<file path="config.mk">
export PLATFORM = sky130hd
export DESIGN_NAME = tennis_score_keeper_flat
export DESIGN_NICKNAME = d
export VERILOG_FILES = /design/src/rtl/tennis_score_keeper_if.sv /design/src/rtl/tennis_score_keeper.sv /design/src/flat_wrapper.sv
export SDC_FILE = /design/constraint.sdc
export NUM_CORES = 1
export LEC_CHECK = 0
export ABC_AREA = 1
export BUFFER_PORTS_ARGS = -buffer_cell sky130_fd_sc_hd__buf_2
export CORE_ASPECT_RATIO = 0.5
export CORE_MARGIN = 10
export CORE_UTILIZATION = 45
export CTS_CLUSTER_SIZE = 30
export DETAILED_ROUTE_END_ITERATION = 8
export PLACE_DENSITY = 0.67
export SETUP_SLACK_MARGIN = 0.5
export SLEW_MARGIN = 15
export SYNTH_ARGS = -nofsm -noshare
export SYNTH_HDL_FRONTEND = slang
export SYNTH_SLANG_ARGS = --single-unit
</file>
<file path="constraint.sdc">
create_clock -name CLK100MHZ -period 3.37 [get_ports CLK100MHZ]
set_clock_uncertainty 0.2 [all_clocks]
set_input_delay 0.1685 -clock CLK100MHZ [delete_from_list [all_inputs] [get_ports CLK100MHZ]]
set_output_delay 0.1685 -clock CLK100MHZ [all_outputs]
set_load 0.05 [all_outputs]
</file>
<file path="src/rtl/tennis_score_keeper_if.sv">
// Score keeper bus: ball register and toss button in, scores and event pulses out.
interface tennis_score_keeper_if;
    logic [7:0] nL;
    logic       toss;
    logic [2:0] left_pts;
    logic [2:0] right_pts;
    logic [3:0] left_games;
    logic [3:0] right_games;
    logic       point_left;
    logic       point_right;
    logic       game_won;
    logic       match_over;

    modport master (
        output nL, toss,
        input  left_pts, right_pts, left_games, right_games,
        input  point_left, point_right, game_won, match_over
    );

    modport slave (
        input  nL, toss,
        output left_pts, right_pts, left_games, right_games,
        output point_left, point_right, game_won, match_over
    );
endinterface

</file>
<file path="src/rtl/tennis_score_keeper.sv">
// Tennis score keeper: detects the ball leaving either end of the court on the
// negative-true shift register and keeps point, game and match state.
module tennis_score_keeper #(
    parameter int unsigned GAMES_TO_WIN = 6
) (
    input logic                 CLK100MHZ,
    input logic                 reset,
    tennis_score_keeper_if.slave score_io
);

    logic [7:0] nl_q;
    logic       toss_q;
    logic [2:0] left_pts_q, left_pts_d;
    logic [2:0] right_pts_q, right_pts_d;
    logic [3:0] left_games_q, left_games_d;
    logic [3:0] right_games_q, right_games_d;
    logic       point_left_q, point_left_d;
    logic       point_right_q, point_right_d;
    logic       game_won_q, game_won_d;
    logic       match_over_q, match_over_d;

    logic       exit_left_end;   // ball gone past the left end: right player scores
    logic       exit_right_end;  // ball gone past the right end: left player scores
    logic       toss_rise;
    logic [2:0] s_pts, o_pts, s_pts_new, o_pts_new;
    logic [3:0] s_games, s_games_new;
    logic       game_win;

    assign exit_left_end  = (nl_q == 8'b0111_1111) && (score_io.nL == 8'hFF);
    assign exit_right_end = (nl_q == 8'b1111_1110) && (score_io.nL == 8'hFF);
    assign toss_rise      = !toss_q && score_io.toss;

    // State register with synchronous reset.
    always_ff @(posedge CLK100MHZ) begin
        if (reset) begin
            nl_q          <= 8'hFF;
            toss_q        <= 1'b0;
            left_pts_q    <= 3'd0;
            right_pts_q   <= 3'd0;
            left_games_q  <= 4'd0;
            right_games_q <= 4'd0;
            point_left_q  <= 1'b0;
            point_right_q <= 1'b0;
            game_won_q    <= 1'b0;
            match_over_q  <= 1'b0;
        end else begin
            nl_q          <= score_io.nL;
            toss_q        <= score_io.toss;
            left_pts_q    <= left_pts_d;
            right_pts_q   <= right_pts_d;
            left_games_q  <= left_games_d;
            right_games_q <= right_games_d;
            point_left_q  <= point_left_d;
            point_right_q <= point_right_d;
            game_won_q    <= game_won_d;
            match_over_q  <= match_over_d;
        end
    end

    // Next-state: scorer/opponent view of the point ladder, then map back to left/right.
    always_comb begin
        s_pts       = exit_right_end ? left_pts_q : right_pts_q;
        o_pts       = exit_right_end ? right_pts_q : left_pts_q;
        s_games     = exit_right_end ? left_games_q : right_games_q;
        s_pts_new   = s_pts;
        o_pts_new   = o_pts;
        game_win    = 1'b0;
        if (s_pts < 3'd3) begin
            s_pts_new = s_pts + 3'd1;
        end else if (s_pts == 3'd3) begin
            if (o_pts <= 3'd2) begin
                game_win = 1'b1;
            end else if (o_pts == 3'd3) begin
                s_pts_new = 3'd4;
            end else begin
                o_pts_new = 3'd3;  // opponent loses advantage, back to deuce
            end
        end else begin
            game_win = 1'b1;
        end
        if (game_win) begin
            s_pts_new = 3'd0;
            o_pts_new = 3'd0;
        end
        s_games_new = game_win ? s_games + 4'd1 : s_games;

        left_pts_d    = left_pts_q;
        right_pts_d   = right_pts_q;
        left_games_d  = left_games_q;
        right_games_d = right_games_q;
        point_left_d  = 1'b0;
        point_right_d = 1'b0;
        game_won_d    = 1'b0;
        match_over_d  = match_over_q;

        if (match_over_q) begin
            // Exits are frozen out; only a toss edge restarts the match.
            if (toss_rise) begin
                left_pts_d    = 3'd0;
                right_pts_d   = 3'd0;
                left_games_d  = 4'd0;
                right_games_d = 4'd0;
                match_over_d  = 1'b0;
            end
        end else if (exit_right_end || exit_left_end) begin
            if (exit_right_end) begin
                left_pts_d   = s_pts_new;
                right_pts_d  = o_pts_new;
                left_games_d = s_games_new;
                point_left_d = 1'b1;
            end else begin
                right_pts_d   = s_pts_new;
                left_pts_d    = o_pts_new;
                right_games_d = s_games_new;
                point_right_d = 1'b1;
            end
            game_won_d   = game_win;
            match_over_d = game_win && (s_games_new == 4'(GAMES_TO_WIN));
        end
    end

    // Outputs come straight from registers.
    always_comb begin
        score_io.left_pts    = left_pts_q;
        score_io.right_pts   = right_pts_q;
        score_io.left_games  = left_games_q;
        score_io.right_games = right_games_q;
        score_io.point_left  = point_left_q;
        score_io.point_right = point_right_q;
        score_io.game_won    = game_won_q;
        score_io.match_over  = match_over_q;
    end

endmodule

</file>
<file path="src/flat_wrapper.sv">
// flat-port wrapper written by rule: the top's interface ports become plain ports
module tennis_score_keeper_flat 
#(
    parameter int unsigned GAMES_TO_WIN = 6
)
  (CLK100MHZ, reset, score_io_nL, score_io_toss, score_io_left_pts, score_io_right_pts, score_io_left_games, score_io_right_games, score_io_point_left, score_io_point_right, score_io_game_won, score_io_match_over);
  tennis_score_keeper_if score_io_i ();
  input logic CLK100MHZ;
  input logic reset;
  input wire logic [$bits(score_io_i.nL)-1:0] score_io_nL;
  input wire logic [$bits(score_io_i.toss)-1:0] score_io_toss;
  output wire logic [$bits(score_io_i.left_pts)-1:0] score_io_left_pts;
  output wire logic [$bits(score_io_i.right_pts)-1:0] score_io_right_pts;
  output wire logic [$bits(score_io_i.left_games)-1:0] score_io_left_games;
  output wire logic [$bits(score_io_i.right_games)-1:0] score_io_right_games;
  output wire logic [$bits(score_io_i.point_left)-1:0] score_io_point_left;
  output wire logic [$bits(score_io_i.point_right)-1:0] score_io_point_right;
  output wire logic [$bits(score_io_i.game_won)-1:0] score_io_game_won;
  output wire logic [$bits(score_io_i.match_over)-1:0] score_io_match_over;
  assign score_io_i.nL = score_io_nL;
  assign score_io_i.toss = score_io_toss;
  assign score_io_left_pts = score_io_i.left_pts;
  assign score_io_right_pts = score_io_i.right_pts;
  assign score_io_left_games = score_io_i.left_games;
  assign score_io_right_games = score_io_i.right_games;
  assign score_io_point_left = score_io_i.point_left;
  assign score_io_point_right = score_io_i.point_right;
  assign score_io_game_won = score_io_i.game_won;
  assign score_io_match_over = score_io_i.match_over;
  tennis_score_keeper #(.GAMES_TO_WIN(GAMES_TO_WIN)) u_core (.CLK100MHZ(CLK100MHZ), .reset(reset), .score_io(score_io_i));
endmodule
</file>
==> summary.json, run 1 <==
{
  "post-route-min-period": {"value": 2570, "unit": "ps"},
  "tritoncts": {"value": "yes"},
  "initial_antenna_violation_count": {"value": 0},
  "floorplan.die.height": {"value": 61.7, "unit": "microns"},
  "number_of_instances_in_the_synthesized_netlist": {"value": 233},
  "place_area": {"value": 1720, "unit": "sq um"},
  "finish.cell_count_without_fillers": {"value": 315},
  "final-hold-violation-count": {"value": 0},
  "ys_ff_latch": {"value": 27},
  "hold_path_class": {"value": "in2reg"},
  "grt-ovfl-total": {"value": 0},
  "power.static_leakage": {"value": 0.000877, "unit": "uW"},
  "average_instance_area_after_synthesis": {"value": 6.71, "unit": "sq um"},
  "critical_path.cell_chain": {"value": "nand2_1 > nor2_1 > nand2_2 > nor2_4 > buf_4 > nand2_2 > o21ai_4 > ha_1 > nand2_1 > nand3_4 > nand2_2 > a21oi_1 > nand2_1 > a21oi_1"},
  "worst-slew-pin-transition": {"value": 476, "unit": "ps"},
  "crit_fanout": {"value": 12},
  "io-pin-count": {"value": 29},
  "drv.max_cap_violation_count": {"value": 0},
  "cts_made_buffers": {"value": 3},
  "outcome": {"value": "complete, no violations"},
  "synth_cell_types": {"value": 26},
  "worstPathRequired": {"value": 3390, "unit": "ps"},
  "dieWidth": {"value": 103, "unit": "microns"},
  "critical_path.endpoint_type": {"value": "flop"},
  "number_of_nets_still_failing_antenna_checks_after_routing": {"value": 0},
  "kind_of_launch_point_of_the_worst_setup_path": {"value": "flop"},
  "critical_path.max_stage_delay": {"value": 320, "unit": "ps"},
  "most-common-layout-cells": {"value": "sky130_fd_sc_hd__nand2_1, sky130_fd_sc_hd__buf_2, sky130_fd_sc_hd__dfxtp_1, sky130_fd_sc_hd__nand3_1, sky130_fd_sc_hd__a21oi_1"},
  "clock_latency": {"value": 290, "unit": "ps"},
  "detailedRoute.firstPassIterationCount": {"value": 4},
  "antennaDiodeCount": {"value": 0},
  "gp_congestion": {"value": 0.927},
  "synthesis.area": {"value": 1560, "unit": "sq um"},
  "fin_tns_setup": {"value": 0, "unit": "ps"},
  "r2r_setup_slack": {"value": 800, "unit": "ps"},
  "floorplan.initialDensity": {"value": 46.3, "unit": "%"},
  "syn2layout_area_growth": {"value": 20.7, "unit": "%"},
  "dp_cells": {"value": 298},
  "critPathSlowestCell": {"value": "sky130_fd_sc_hd__dfxtp_1"},
  "post_drt_wl_per_cell": {"value": 12.6, "unit": "microns"},
  "critical_path_class": {"value": "reg2reg"},
  "worstPathArrival": {"value": 2590, "unit": "ps"},
  "final_layout_size_suffix_gt1_share": {"value": 25.6, "unit": "%"},
  "drcViolationCount": {"value": 0},
  "ff2ff_path_depth": {"value": 14},
  "final_area": {"value": 1890, "unit": "sq um"},
  "post_layout_net_count": {"value": 288},
  "fin_util": {"value": 55.9, "unit": "%"},
  "via_count_of_the_first_global_routing_pass": {"value": 1324},
  "detailedPlace.worstSlack": {"value": 653, "unit": "ps"},
  "htreeDepth": {"value": 1},
  "numPortBuffers": {"value": 28},
  "dpl.hpwl": {"value": 2.99, "unit": "mm"},
  "synth.yosys.seq_area_share": {"value": 34.6, "unit": "%"},
  "detailed_route_via_count": {"value": 1596},
  "grt_pass1_wl": {"value": 6.17, "unit": "mm"},
  "yosys_warnings": {"value": 0},
  "grt_setup_unrepaired": {"value": "false"},
  "global_route.usage.total": {"value": 12.4, "unit": "%"},
  "drt-initial-drc-count": {"value": 129},
  "final_critical_path_setup_slack": {"value": 799, "unit": "ps"},
  "setup_viol": {"value": 0},
  "clkTransAtPathRegs": {"value": 110, "unit": "ps"},
  "synth_area_leaders": {"value": "sky130_fd_sc_hd__dfxtp_1, sky130_fd_sc_hd__nand2_1, sky130_fd_sc_hd__nand3_1"},
  "timing.critical_path.to": {"value": "u_core.score_io.left_pts[0]$_SDFFE_PP0P_"},
  "cts.path.max_buffers": {"value": 2},
  "leading_cell_type_in_the_layout_fill_and_taps_excluded": {"value": "sky130_fd_sc_hd__nand2_1"},
  "synth_largest_type_area_fraction": {"value": 34.6, "unit": "%"},
  "crit_path_start": {"value": "u_core.nl_q[3]$_SDFF_PP1_"},
  "vias_per_cell": {"value": 5.07},
  "timing.slew.headroom": {"value": 68.1, "unit": "%"},
  "netlist.top_cell.by_area": {"value": "sky130_fd_sc_hd__dfxtp_1"},
  "post-route-period-util": {"value": 76.3, "unit": "%"},
  "grt_max_degree": {"value": 23},
  "cts-root-buf": {"value": "sky130_fd_sc_hd__clkbuf_8"},
  "ir_drop": {"value": 0.000187, "unit": "V"},
  "synthesis.nets": {"value": 247},
  "floorplan.die_area": {"value": 6380, "unit": "sq um"},
  "clkSinkCount": {"value": 27},
  "timing.final.max_slew_violations": {"value": 0},
  "startpoint_of_the_worst_slack_reg_to_reg_timing_path": {"value": "u_core.nl_q[3]$_SDFF_PP1_"},
  "timing.fmax": {"value": 389, "unit": "MHz"},
  "postRouteWirelength": {"value": 3.96, "unit": "mm"},
  "placementRows": {"value": 15},
  "rr_endpoint": {"value": "u_core.score_io.left_pts[0]$_SDFFE_PP0P_"},
  "core": {"value": 3380, "unit": "sq um"},
  "power_density": {"value": 299, "unit": "nW/um^2"}
}
==> per-layer routing <==
metal / track usage (%) / part of all wire [%] / vias up
met3: 3.81 / 8.3 / 9
met5: 0 / 0 / -
li1: - / - / 830
met1: 15.8 / 46 / 706
met2: 20.3 / 45 / 51
met4: 2.36 / 0.96 / 0
==> report_power, final <==
group          switching [uW]  internal [uW]
Sequential               2.04            325
Clock                     121           87.3
Combinational            13.3           17.0
==> cells by family after synthesis <==
| kind of cell | synth area share [%] |
|---|---|
| flip-flops | 34.6 |
| AO/OA/AOI/OAI | 13.4 |
| adder cells (fa/ha/maj) | 2.40 |
| AND/OR/NAND/NOR | 41.3 |
| buffers and inverters | 8.40 |
==> state kept, by name, indices dropped and copies added, names as in the netlist <==
name                         count
u_core.score_io.match_over       1
u_core.score_io.left_pts         3
u_core.score_io.point_left       1
u_core.score_io.game_won         1
u_core.score_io.left_games       4
u_core.score_io.right_pts        3
u_core.score_io.point_right      1
u_core.toss_q                    1
u_core.score_io.right_games      4
u_core.nl_q                      8
==> what timing repair did <==
action / CTS / global route
endpoints found under the setup margin: 0 / 15
hold endpoints to repair: 9 / 0
hold buffers: 9 / 0
buffers inserted: 0 / 3
gates resized for setup: 0 / 0
==> cell usage after synthesis <==
master / instances
sky130_fd_sc_hd__nor3b_1: 1
sky130_fd_sc_hd__o21bai_1: 1
sky130_fd_sc_hd__nand2_1: 75
sky130_fd_sc_hd__o21ai_1: 4
sky130_fd_sc_hd__nor2_2: 1
sky130_fd_sc_hd__a21oi_1: 19
sky130_fd_sc_hd__nand3_2: 1
sky130_fd_sc_hd__clkbuf_1: 3
sky130_fd_sc_hd__o21ai_2: 4
sky130_fd_sc_hd__nand2_4: 2
sky130_fd_sc_hd__nand4_1: 2
sky130_fd_sc_hd__nor2_1: 14
sky130_fd_sc_hd__inv_2: 5
sky130_fd_sc_hd__o21ai_4: 1
sky130_fd_sc_hd__nand2_2: 9
sky130_fd_sc_hd__nand3_4: 1
sky130_fd_sc_hd__nand3_1: 21
sky130_fd_sc_hd__or2_2: 8
sky130_fd_sc_hd__dfxtp_1: 27
sky130_fd_sc_hd__inv_1: 18
sky130_fd_sc_hd__nand3b_1: 1
sky130_fd_sc_hd__nor3_1: 1
sky130_fd_sc_hd__ha_1: 3
sky130_fd_sc_hd__buf_6: 3
sky130_fd_sc_hd__nor2_4: 1
sky130_fd_sc_hd__o21ai_0: 7
==> cell type report <==
type / count / area [sq um]
well taps: 42 / 52.6
clock buffers: 3 / 41.3
inverters: 23 / 86.3
clock inverters: 1 / 8.76
multi-input cells: 178 / 898
repair buffers: 41 / 260
flip-flops and latches: 27 / 541
fillers: 339 / 1490
==> worst max-delay path: cells and delay by family (launching register included) <==
kind	cells	cell delay, ps
and+or+nand+nor	9	1080
DFF	1	320
AOI/OAI and AO/OA	3	420
adders and majority gates	1	300
buffers and inverters	1	180
==> per-stage QoR <==
stage                     total power, uW  hold slack, ps
after global placement                356             172
after CTS                             567            59.0
after detailed placement              356             172
after floorplan                       347            72.3
final                                 565            63.7
after global routing                  581            81.5
==> worst min-delay path by stage <==
stage                         from                         to  slack (ps)  depth (start not counted)
finish                       reset   u_core.toss_q$_SDFF_PP0_          60                          2
global route                 reset   u_core.toss_q$_SDFF_PP0_          80                          2
CTS                          reset   u_core.toss_q$_SDFF_PP0_          60                          2
detailed placement  score_io_nL[5]  u_core.nl_q[5]$_SDFF_PP1_         170                          2
global placement    score_io_nL[4]  u_core.nl_q[4]$_SDFF_PP1_         170                          2
floorplan                    reset  u_core.nl_q[5]$_SDFF_PP1_          70                          1
Power figures use the tool's default switching activity.
==> run 2: changes to the inputs <==
- ABC_AREA: 1 -> 0
- clock period: 3.37 -> 2.4 ns (I/O delays scaled with it)
==> run 2 against run 1 <==
Against the previous run: the run now ends with negative setup slack left; routed wire length grew 6.6%; worst hold slack gained 5.5 ps; critical path depth shrank 6; clock-buffer cell count is the same; combinational power grew 95%; largest cell class unchanged.
==> summary.json, run 2 <==
{
  "outcome": {"value": "complete, but fails checks", "change": "was complete, no violations"},
  "failed_checks": {"value": "negative setup slack"},
  "setup_viol": {"value": 15, "change": "was 0"},
  "average_instance_area_after_synthesis": {"value": 8.56, "unit": "sq um", "change": "was 6.71 sq um"},
  "grt_setup_unrepaired": {"value": "true", "change": "was false"},
  "clkSinkCount": {"value": 27, "change": "unchanged"},
  "synthTopCellsByCount": {"value": "sky130_fd_sc_hd__dfxtp_1, sky130_fd_sc_hd__nand2_1, sky130_fd_sc_hd__o21ai_0", "change": "was sky130_fd_sc_hd__nand2_1, sky130_fd_sc_hd__dfxtp_1, sky130_fd_sc_hd__nand3_1"},
  "net-switching-power": {"value": 193, "unit": "uW", "change": "was 136 uW"},
  "synthesis.nets": {"value": 187, "change": "was 247"},
  "post_layout_net_count": {"value": 249, "change": "was 288"},
  "number_of_nets_still_failing_antenna_checks_after_routing": {"value": 0, "change": "unchanged"},
  "floorplan.die.height": {"value": 60.6, "unit": "microns", "change": "was 61.7 microns"},
  "power_density": {"value": 377, "unit": "nW/um^2", "change": "was 299 nW/um^2"},
  "critical_path.endpoint_type": {"value": "flop", "change": "unchanged"},
  "power.internal": {"value": 609, "unit": "uW", "change": "was 429 uW"},
  "syn2layout_area_growth": {"value": 43.6, "unit": "%", "change": "was 20.7%"},
  "drcViolationCount": {"value": 0, "change": "unchanged"},
  "grt_max_degree": {"value": 32, "change": "was 23"},
  "synth_cell_types": {"value": 44, "change": "was 26"},
  "power.share.sequential": {"value": 57.5, "unit": "%", "change": "was 57.8%"},
  "synth_area_leaders": {"value": "sky130_fd_sc_hd__dfxtp_1, sky130_fd_sc_hd__o21ai_0, sky130_fd_sc_hd__mux2_2", "change": "was sky130_fd_sc_hd__dfxtp_1, sky130_fd_sc_hd__nand2_1, sky130_fd_sc_hd__nand3_1"},
  "critical_path.max_stage_delay": {"value": 490, "unit": "ps", "change": "was 320 ps"},
  "power": {"value": 801, "unit": "uW", "change": "was 565 uW"},
  "number_of_instances_in_the_synthesized_netlist": {"value": 173, "change": "was 233"},
  "final_layout_size_suffix_gt1_share": {"value": 42.7, "unit": "%", "change": "was 25.6%"},
  "post-route-period-util": {"value": 111, "unit": "%", "change": "was 76.3%"},
  "via_count_of_the_first_global_routing_pass": {"value": 1513, "change": "was 1324"},
  "floorplan.initialDensity": {"value": 48.0, "unit": "%", "change": "was 46.3%"},
  "ys_dominant_reg_cell": {"value": "sky130_fd_sc_hd__dfxtp_1", "change": "unchanged"},
  "placementRows": {"value": 14, "change": "was 15"},
  "detailed_route_via_count": {"value": 1521, "change": "was 1596"},
  "drt-initial-drc-count": {"value": 118, "change": "was 129"},
  "htreeDepth": {"value": 1, "change": "unchanged"},
  "largest_register_ff_count": {"value": 8, "change": "unchanged"},
  "synth.yosys.seq_area_share": {"value": 36.5, "unit": "%", "change": "was 34.6%"},
  "final_critical_path_setup_slack": {"value": -274, "unit": "ps", "change": "was 799 ps"},
  "synthArstFlopShare": {"value": 0, "unit": "%", "change": "unchanged"},
  "synthesis.area": {"value": 1480, "unit": "sq um", "change": "was 1560 sq um"},
  "cts-root-buf": {"value": "sky130_fd_sc_hd__clkbuf_8", "change": "unchanged"},
  "synth_enable_flop_cells": {"value": 0, "change": "unchanged"},
  "critPathSlowestCell": {"value": "sky130_fd_sc_hd__or4_4", "change": "was sky130_fd_sc_hd__dfxtp_1"},
  "drv.max_cap_violation_count": {"value": 0, "change": "unchanged"},
  "core": {"value": 3080, "unit": "sq um", "change": "was 3380 sq um"},
  "timing.fmax": {"value": 374, "unit": "MHz", "change": "was 389 MHz"},
  "io-pin-count": {"value": 29, "change": "unchanged"},
  "gp_congestion": {"value": 0.848, "change": "was 0.927"},
  "critical_path.cell_chain": {"value": "nand4b_1 > or4_4 > buf_4 > mux2_2 > ha_1 > or3_4 > nand3b_1 > a21oi_1", "change": "was nand2_1 > nor2_1 > nand2_2 > nor2_4 > buf_4 > nand2_2 > o21ai_4 > ha_1 > nand2_1 > nand3_4 > nand2_2 > a21oi_1 > nand2_1 > a21oi_1"},
  "fraction_of_power_spent_switching_nets": {"value": 24.0, "unit": "%", "change": "was 24.1%"},
  "finish.cell_count_without_fillers": {"value": 274, "change": "was 315"},
  "post-synth-top-count-cell": {"value": "sky130_fd_sc_hd__dfxtp_1", "change": "was sky130_fd_sc_hd__nand2_1"},
  "cp_top_family": {"value": "simple AND/OR/NAND/NOR gates", "change": "unchanged"},
  "timing.final.max_slew_violations": {"value": 0, "change": "unchanged"},
  "netlist.top_cell.by_area": {"value": "sky130_fd_sc_hd__dfxtp_1", "change": "unchanged"},
  "vias_per_cell": {"value": 5.55, "change": "was 5.07"},
  "dieWidth": {"value": 101, "unit": "microns", "change": "was 103 microns"},
  "layout.filler_cells": {"value": 258, "change": "was 339"},
  "dp_cells": {"value": 260, "change": "was 298"},
  "leading_cell_type_in_the_layout_fill_and_taps_excluded": {"value": "sky130_fd_sc_hd__buf_2", "change": "was sky130_fd_sc_hd__nand2_1"},
  "most-common-layout-cells": {"value": "sky130_fd_sc_hd__buf_2, sky130_fd_sc_hd__buf_4, sky130_fd_sc_hd__dfxtp_1, sky130_fd_sc_hd__nand2_1", "change": "was sky130_fd_sc_hd__nand2_1, sky130_fd_sc_hd__buf_2, sky130_fd_sc_hd__dfxtp_1, sky130_fd_sc_hd__nand3_1, sky130_fd_sc_hd__a21oi_1"},
  "dpl.hpwl": {"value": 3.08, "unit": "mm", "change": "was 2.99 mm"},
  "worst-slew-pin-transition": {"value": 689, "unit": "ps", "change": "was 476 ps"},
  "timing.slew.headroom": {"value": 54.0, "unit": "%", "change": "was 68.1%"},
  "tritoncts": {"value": "yes", "change": "unchanged"},
  "hold_path_class": {"value": "in2reg", "change": "unchanged"},
  "antennaDiodeCount": {"value": 0, "change": "unchanged"},
  "postRouteWirelength": {"value": 4.22, "unit": "mm", "change": "was 3.96 mm"},
  "grt-ovfl-total": {"value": 0, "change": "unchanged"},
  "clkTransAtPathRegs": {"value": 110, "unit": "ps", "change": "about the same"},
  "detailedRoute.firstPassIterationCount": {"value": 4, "change": "unchanged"},
  "post-route-min-period": {"value": 2670, "unit": "ps", "change": "was 2570 ps"},
  "crit_fanout": {"value": 5, "change": "was 12"},
  "worstPathArrival": {"value": 2630, "unit": "ps", "change": "was 2590 ps"},
  "synth_largest_type_area_fraction": {"value": 36.5, "unit": "%", "change": "was 34.6%"},
  "share_comb_of_total_power": {"value": 7.4, "unit": "%", "change": "was 5.4%"},
  "kind_of_launch_point_of_the_worst_setup_path": {"value": "flop", "change": "unchanged"},
  "final-hold-violation-count": {"value": 0, "change": "unchanged"},
  "worstPathRequired": {"value": 2360, "unit": "ps", "change": "was 3390 ps"},
  "initial_antenna_violation_count": {"value": 0, "change": "unchanged"},
  "numPortBuffers": {"value": 28, "change": "unchanged"},
  "critical_path_class": {"value": "reg2reg", "change": "unchanged"},
  "share_clk_of_total_power": {"value": 35.1, "unit": "%", "change": "was 36.8%"},
  "critical_path.n_buffers_inverters": {"value": 1, "change": "unchanged"},
  "clock_latency": {"value": 280, "unit": "ps", "change": "was 290 ps"},
  "ir_drop": {"value": 0.000276, "unit": "V", "change": "was 0.000187 V"},
  "yosys_warnings": {"value": 0, "change": "unchanged"},
  "ys_ff_latch": {"value": 27, "change": "unchanged"},
  "global_route.usage.total": {"value": 14.0, "unit": "%", "change": "was 12.4%"},
  "post_drt_wl_per_cell": {"value": 15.4, "unit": "microns", "change": "was 12.6 microns"},
  "power.static_leakage": {"value": 0.000898, "unit": "uW", "change": "was 0.000877 uW"},
  "cts.path.max_buffers": {"value": 2, "change": "unchanged"},
  "floorplan.die_area": {"value": 6120, "unit": "sq um", "change": "was 6380 sq um"},
  "grt_pass1_wl": {"value": 7.02, "unit": "mm", "change": "was 6.17 mm"},
  "top_register": {"value": "u_core.nl_q", "change": "unchanged"},
  "cts_made_buffers": {"value": 3, "change": "unchanged"}
}
-- run 2: power by group through the flow --
stage / sequential, uW / combinational, uW / clock [uW]
floorplan: 471 / 22.9 / 0
global placement: 471 / 47.0 / 0
detailed placement: 471 / 48.1 / 0
CTS: 461 / 58.8 / 281
global route: 462 / 65.1 / 301
finish: 461 / 59.1 / 281
-- run 2: cell type report --
type / count / area [sq um] / area share [%]
multi-input cells: 136 / 1030 / 48.3
flip-flops and latches: 27 / 544 / 25.6
repair buffers: 65 / 448 / 21.1
well taps: 40 / 50.0 / 2.35
clock buffers: 3 / 41.3 / 1.94
clock inverters: 1 / 7.51 / 0.353
inverters: 2 / 7.51 / 0.353
-- run 2: logic make-up (layout without fill, tap and decap cells) --
| group | Yosys count | after routing | share of synthesized area [%] |
|---|---|---|---|
| simple gates | 78 | 78 | 31.4 |
| compound gates | 42 | 42 | 17.3 |
| flops | 27 | 27 | 36.5 |
| buf+inv | 10 | 71 | 3.21 |
| mux | 9 | 9 | 6.59 |
| xor+xnor | 4 | 4 | 2.37 |
| fa+ha+maj | 3 | 3 | 2.54 |
-- run 2: final timing paths --
kind	slack [ps]	cells past startpoint	from	to
worst max-delay path	-270	8	u_core.nl_q[0]$_SDFF_PP1_	u_core.score_io.left_games[1]$_SDFFE_PP0P_
worst max register to register	-270	8	u_core.nl_q[0]$_SDFF_PP1_	u_core.score_io.left_games[1]$_SDFFE_PP0P_
worst min-delay path	70	2	reset	u_core.toss_q$_SDFF_PP0_
worst min register to register	310	2	u_core.score_io.right_games[1]$_SDFFE_PP0P_	u_core.score_io.right_games[1]$_SDFFE_PP0P_
-- run 2: worst reg2reg max path, cell delays in order (launching register included) --
cell                       delay (ps)
sky130_fd_sc_hd__dfxtp_1          320
sky130_fd_sc_hd__nand4b_1         200
sky130_fd_sc_hd__or4_4            490
sky130_fd_sc_hd__buf_4            190
sky130_fd_sc_hd__mux2_2           280
sky130_fd_sc_hd__ha_1             310
sky130_fd_sc_hd__or3_4            390
sky130_fd_sc_hd__nand3b_1         100
sky130_fd_sc_hd__a21oi_1           60
-- run 2: layer usage --
layer / global-route usage [%] / up-vias / routed length (microns)
met5: 0 / - / 0
met4: 4.34 / 0 / 55
met3: 4.76 / 8 / 238
met2: 22.5 / 34 / 1870
met1: 17.7 / 716 / 2060
li1: - / 763 / -
-- run 2: timing repair --
| item | 4_1_cts | 5_1_grt |
|---|---|---|
| hold endpoints to repair | 9 | 0 |
| setup endpoints to repair | 16 | 16 |
| hold buffers | 9 | 0 |
| pin swaps | 3 | 0 |
| resized for setup | 7 | 3 |
| setup buffers | 1 | 0 |
-- run 2: per-stage QoR --
stage / cell area (sq um) / setup WS (ps) / util, % / TNS (ps) / hold slack, ps
floorplan: 1600 / -485 / - / -5300 / 26.5
global placement: 1940 / -258 / 63.0 / -2600 / 123
CTS: 2110 / -268 / 68.5 / -2910 / 71.3
global route: 2130 / -383 / 69.0 / -4470 / 94.6
detailed placement: 1940 / -292 / 63.0 / -3040 / 123
finish: 2130 / -274 / 69.0 / -3020 / 69.2
==> run 3: changes to the inputs <==
--- a/constraint.sdc
+++ b/constraint.sdc
@@ -4,2 +4,2 @@
 set_output_delay 0.12 -clock CLK100MHZ [all_outputs]
-set_load 0.05 [all_outputs]
+set_load 0.02 [all_outputs]
==> run 3 against run 2 <==
Against the previous run: the run still ends with negative setup slack left; register-to-register slack lost 50 ps; total power grew 1.5%; sequential cell count is the same; sequential share of layout area shrank 0.50 points; critical path depth grew 1; via count grew 3.4%; clock-buffer cell count is the same; combinational power grew 3.9%; clock power grew 4%; sequential power is essentially flat; global-route usage grew 0.78 points; critical endpoint is now u_core.score_io.left_pts[1]$_SDFFE_PP0P_.
==> summary.json, run 3 (synthesis gave the netlist of run 2 again) <==
{
  "grt_max_degree": {"value": 32, "change": "unchanged"},
  "critical_path.endpoint_type": {"value": "flop", "change": "unchanged"},
  "timing.slew.headroom": {"value": 57.3, "unit": "%", "change": "was 54.0%"},
  "ir_drop": {"value": 0.000242, "unit": "V", "change": "was 0.000276 V"},
  "tritoncts": {"value": "yes", "change": "unchanged"},
  "critical_path_class": {"value": "reg2reg", "change": "unchanged"},
  "fin_tns_setup": {"value": -3700, "unit": "ps", "change": "was -3020 ps"},
  "grt-ovfl-total": {"value": 0, "change": "unchanged"},
  "place_area": {"value": 1930, "unit": "sq um", "change": "was 1940 sq um"},
  "dpl.hpwl": {"value": 3.21, "unit": "mm", "change": "was 3.08 mm"},
  "cp_top_family": {"value": "simple AND/OR/NAND/NOR gates", "change": "unchanged"},
  "power.static_leakage": {"value": 0.000904, "unit": "uW", "change": "was 0.000898 uW"},
  "share_clk_of_total_power": {"value": 35.8, "unit": "%", "change": "was 35.1%"},
  "cts-root-buf": {"value": "sky130_fd_sc_hd__clkbuf_8", "change": "unchanged"},
  "clock_latency": {"value": 290, "unit": "ps", "change": "was 280 ps"},
  "most-common-layout-cells": {"value": "sky130_fd_sc_hd__buf_2, sky130_fd_sc_hd__buf_4, sky130_fd_sc_hd__dfxtp_1, sky130_fd_sc_hd__nand2_1", "change": "unchanged"},
  "cts_made_buffers": {"value": 3, "change": "unchanged"},
  "numPortBuffers": {"value": 28, "change": "unchanged"},
  "syn2layout_area_growth": {"value": 46.8, "unit": "%", "change": "was 43.6%"},
  "grt_pass1_wl": {"value": 7.38, "unit": "mm", "change": "was 7.02 mm"},
  "worstPathArrival": {"value": 2680, "unit": "ps", "change": "was 2630 ps"},
  "final_area": {"value": 2170, "unit": "sq um", "change": "was 2130 sq um"},
  "failed_checks": {"value": "negative setup slack", "change": "unchanged"},
  "global_route.usage.total": {"value": 14.8, "unit": "%", "change": "was 14.0%"},
  "htreeDepth": {"value": 1, "change": "unchanged"},
  "cts.path.max_buffers": {"value": 2, "change": "unchanged"},
  "kind_of_launch_point_of_the_worst_setup_path": {"value": "flop", "change": "unchanged"},
  "clkSinkCount": {"value": 27, "change": "unchanged"},
  "floorplan.initialDensity": {"value": 48.0, "unit": "%", "change": "unchanged"},
  "post_layout_net_count": {"value": 252, "change": "was 249"},
  "power_density": {"value": 374, "unit": "nW/um^2", "change": "was 377 nW/um^2"},
  "postRouteWirelength": {"value": 4.52, "unit": "mm", "change": "was 4.22 mm"},
  "power.share.sequential": {"value": 56.7, "unit": "%", "change": "was 57.5%"},
  "worstPathRequired": {"value": 2350, "unit": "ps", "change": "was 2360 ps"},
  "vias_per_cell": {"value": 5.68, "change": "was 5.55"},
  "crit_fanout": {"value": 5, "change": "unchanged"},
  "leading_cell_type_in_the_layout_fill_and_taps_excluded": {"value": "sky130_fd_sc_hd__buf_2", "change": "unchanged"},
  "post-route-min-period": {"value": 2720, "unit": "ps", "change": "was 2670 ps"},
  "power.internal": {"value": 614, "unit": "uW", "change": "was 609 uW"},
  "drv.max_cap_violation_count": {"value": 0, "change": "unchanged"},
  "drcViolationCount": {"value": 0, "change": "unchanged"},
  "critPathSlowestCell": {"value": "sky130_fd_sc_hd__or4_4", "change": "unchanged"},
  "detailed_route_via_count": {"value": 1572, "change": "was 1521"},
  "via_count_of_the_first_global_routing_pass": {"value": 1553, "change": "was 1513"},
  "hold_path_class": {"value": "in2reg", "change": "unchanged"},
  "floorplan.die.height": {"value": 60.6, "unit": "microns", "change": "unchanged"},
  "clkTransAtPathRegs": {"value": 110, "unit": "ps", "change": "about the same"},
  "critical_path.n_buffers_inverters": {"value": 0, "change": "was 1"},
  "top_register": {"value": "u_core.nl_q", "change": "unchanged"},
  "initial_antenna_violation_count": {"value": 0, "change": "unchanged"},
  "share_comb_of_total_power": {"value": 7.5, "unit": "%", "change": "was 7.4%"},
  "net-switching-power": {"value": 199, "unit": "uW", "change": "was 193 uW"},
  "grt_setup_unrepaired": {"value": "true", "change": "unchanged"},
  "fraction_of_power_spent_switching_nets": {"value": 24.5, "unit": "%", "change": "was 24.0%"},
  "timing.fmax": {"value": 367, "unit": "MHz", "change": "was 374 MHz"},
  "antennaDiodeCount": {"value": 0, "change": "unchanged"},
  "floorplan.die_area": {"value": 6120, "unit": "sq um", "change": "unchanged"},
  "outcome": {"value": "complete, but fails checks", "change": "unchanged"},
  "placementRows": {"value": 14, "change": "unchanged"},
  "fin_util": {"value": 70.5, "unit": "%", "change": "was 69.0%"},
  "largest_register_ff_count": {"value": 8, "change": "unchanged"},
  "timing.final.max_slew_violations": {"value": 0, "change": "unchanged"},
  "critical_path.max_stage_delay": {"value": 500, "unit": "ps", "change": "was 490 ps"},
  "worst-slew-pin-transition": {"value": 639, "unit": "ps", "change": "was 689 ps"},
  "final_layout_size_suffix_gt1_share": {"value": 44.3, "unit": "%", "change": "was 42.7%"},
  "critical_path.cell_chain": {"value": "nand4b_1 > or4_4 > mux2_4 > ha_4 > ha_4 > and3_4 > mux2_4 > o211ai_1 > a21oi_1", "change": "was nand4b_1 > or4_4 > buf_4 > mux2_2 > ha_1 > or3_4 > nand3b_1 > a21oi_1"},
  "post-route-period-util": {"value": 114, "unit": "%", "change": "was 111%"},
  "final-hold-violation-count": {"value": 0, "change": "unchanged"},
  "io-pin-count": {"value": 29, "change": "unchanged"},
  "setup_viol": {"value": 16, "change": "was 15"},
  "dieWidth": {"value": 101, "unit": "microns", "change": "unchanged"},
  "gp_congestion": {"value": 0.850, "change": "was 0.848"},
  "number_of_nets_still_failing_antenna_checks_after_routing": {"value": 0, "change": "unchanged"},
  "core": {"value": 3080, "unit": "sq um", "change": "unchanged"},
  "post_drt_wl_per_cell": {"value": 16.3, "unit": "microns", "change": "was 15.4 microns"},
  "final_critical_path_setup_slack": {"value": -324, "unit": "ps", "change": "was -274 ps"},
  "detailedRoute.firstPassIterationCount": {"value": 4, "change": "unchanged"},
  "drt-initial-drc-count": {"value": 128, "change": "was 118"}
}
-- run 3: repair_timing --
| item | in CTS | in global routing |
|---|---|---|
| setup endpoints to repair | 16 | 17 |
| hold endpoints to repair | 9 | 0 |
| setup buffers | 4 | 2 |
| pin swaps | 8 | 1 |
| hold buffers | 9 | 0 |
| resized for setup | 13 | 5 |
-- run 3: metrics by stage --
step           cells  total power (uW)  hold WS (ps)  worst slack [ps]
2_1_floorplan    173               494          26.5              -485
3_3_place_gp     258               518           121              -259
3_5_place_dp     258               520           126              -328
4_1_cts          275               815          84.1              -304
5_1_grt          277               846           103              -444
6_report         277               814          77.3              -324
-- run 3: final timing paths --
check	start	to	slack [ps]	cells past startpoint
max	u_core.nl_q[0]$_SDFF_PP1_	u_core.score_io.left_pts[1]$_SDFFE_PP0P_	-320	9
min	reset	u_core.score_io.left_games[2]$_SDFFE_PP0P_	80	2
max reg2reg	u_core.nl_q[0]$_SDFF_PP1_	u_core.score_io.left_pts[1]$_SDFFE_PP0P_	-320	9
min reg2reg	u_core.score_io.left_games[1]$_SDFFE_PP0P_	u_core.score_io.left_games[1]$_SDFFE_PP0P_	310	2
-- run 3: layout make-up --
class,count,area [sq um]
Clock buffer,3,41.3
Tap cell,40,50.0
Fill cell,253,910
Clock inverter,1,8.76
Inverter,2,7.51
Sequential cell,27,546
Multi-Input combinational cell,136,1040
Timing Repair Buffer,68,482
-- run 3: power by group through the flow --
stage               logic [uW]  registers (uW)  clock network, uW
global route              67.4             463                316
detailed placement        48.4             471                  0
CTS                       60.9             461                293
floorplan                 22.9             471                  0
finish                    61.4             461                291
global placement          47.1             471                  0
-- run 3: layer usage --
| layer | track usage [%] | share of wire [%] | wire, microns |
|---|---|---|---|
| met5 | 0 | 0 | 0 |
| met4 | 3.94 | 0.93 | 42 |
| met3 | 6.01 | 8.4 | 378 |
| met2 | 23.5 | 47 | 2110 |
| met1 | 18.5 | 44 | 1980 |
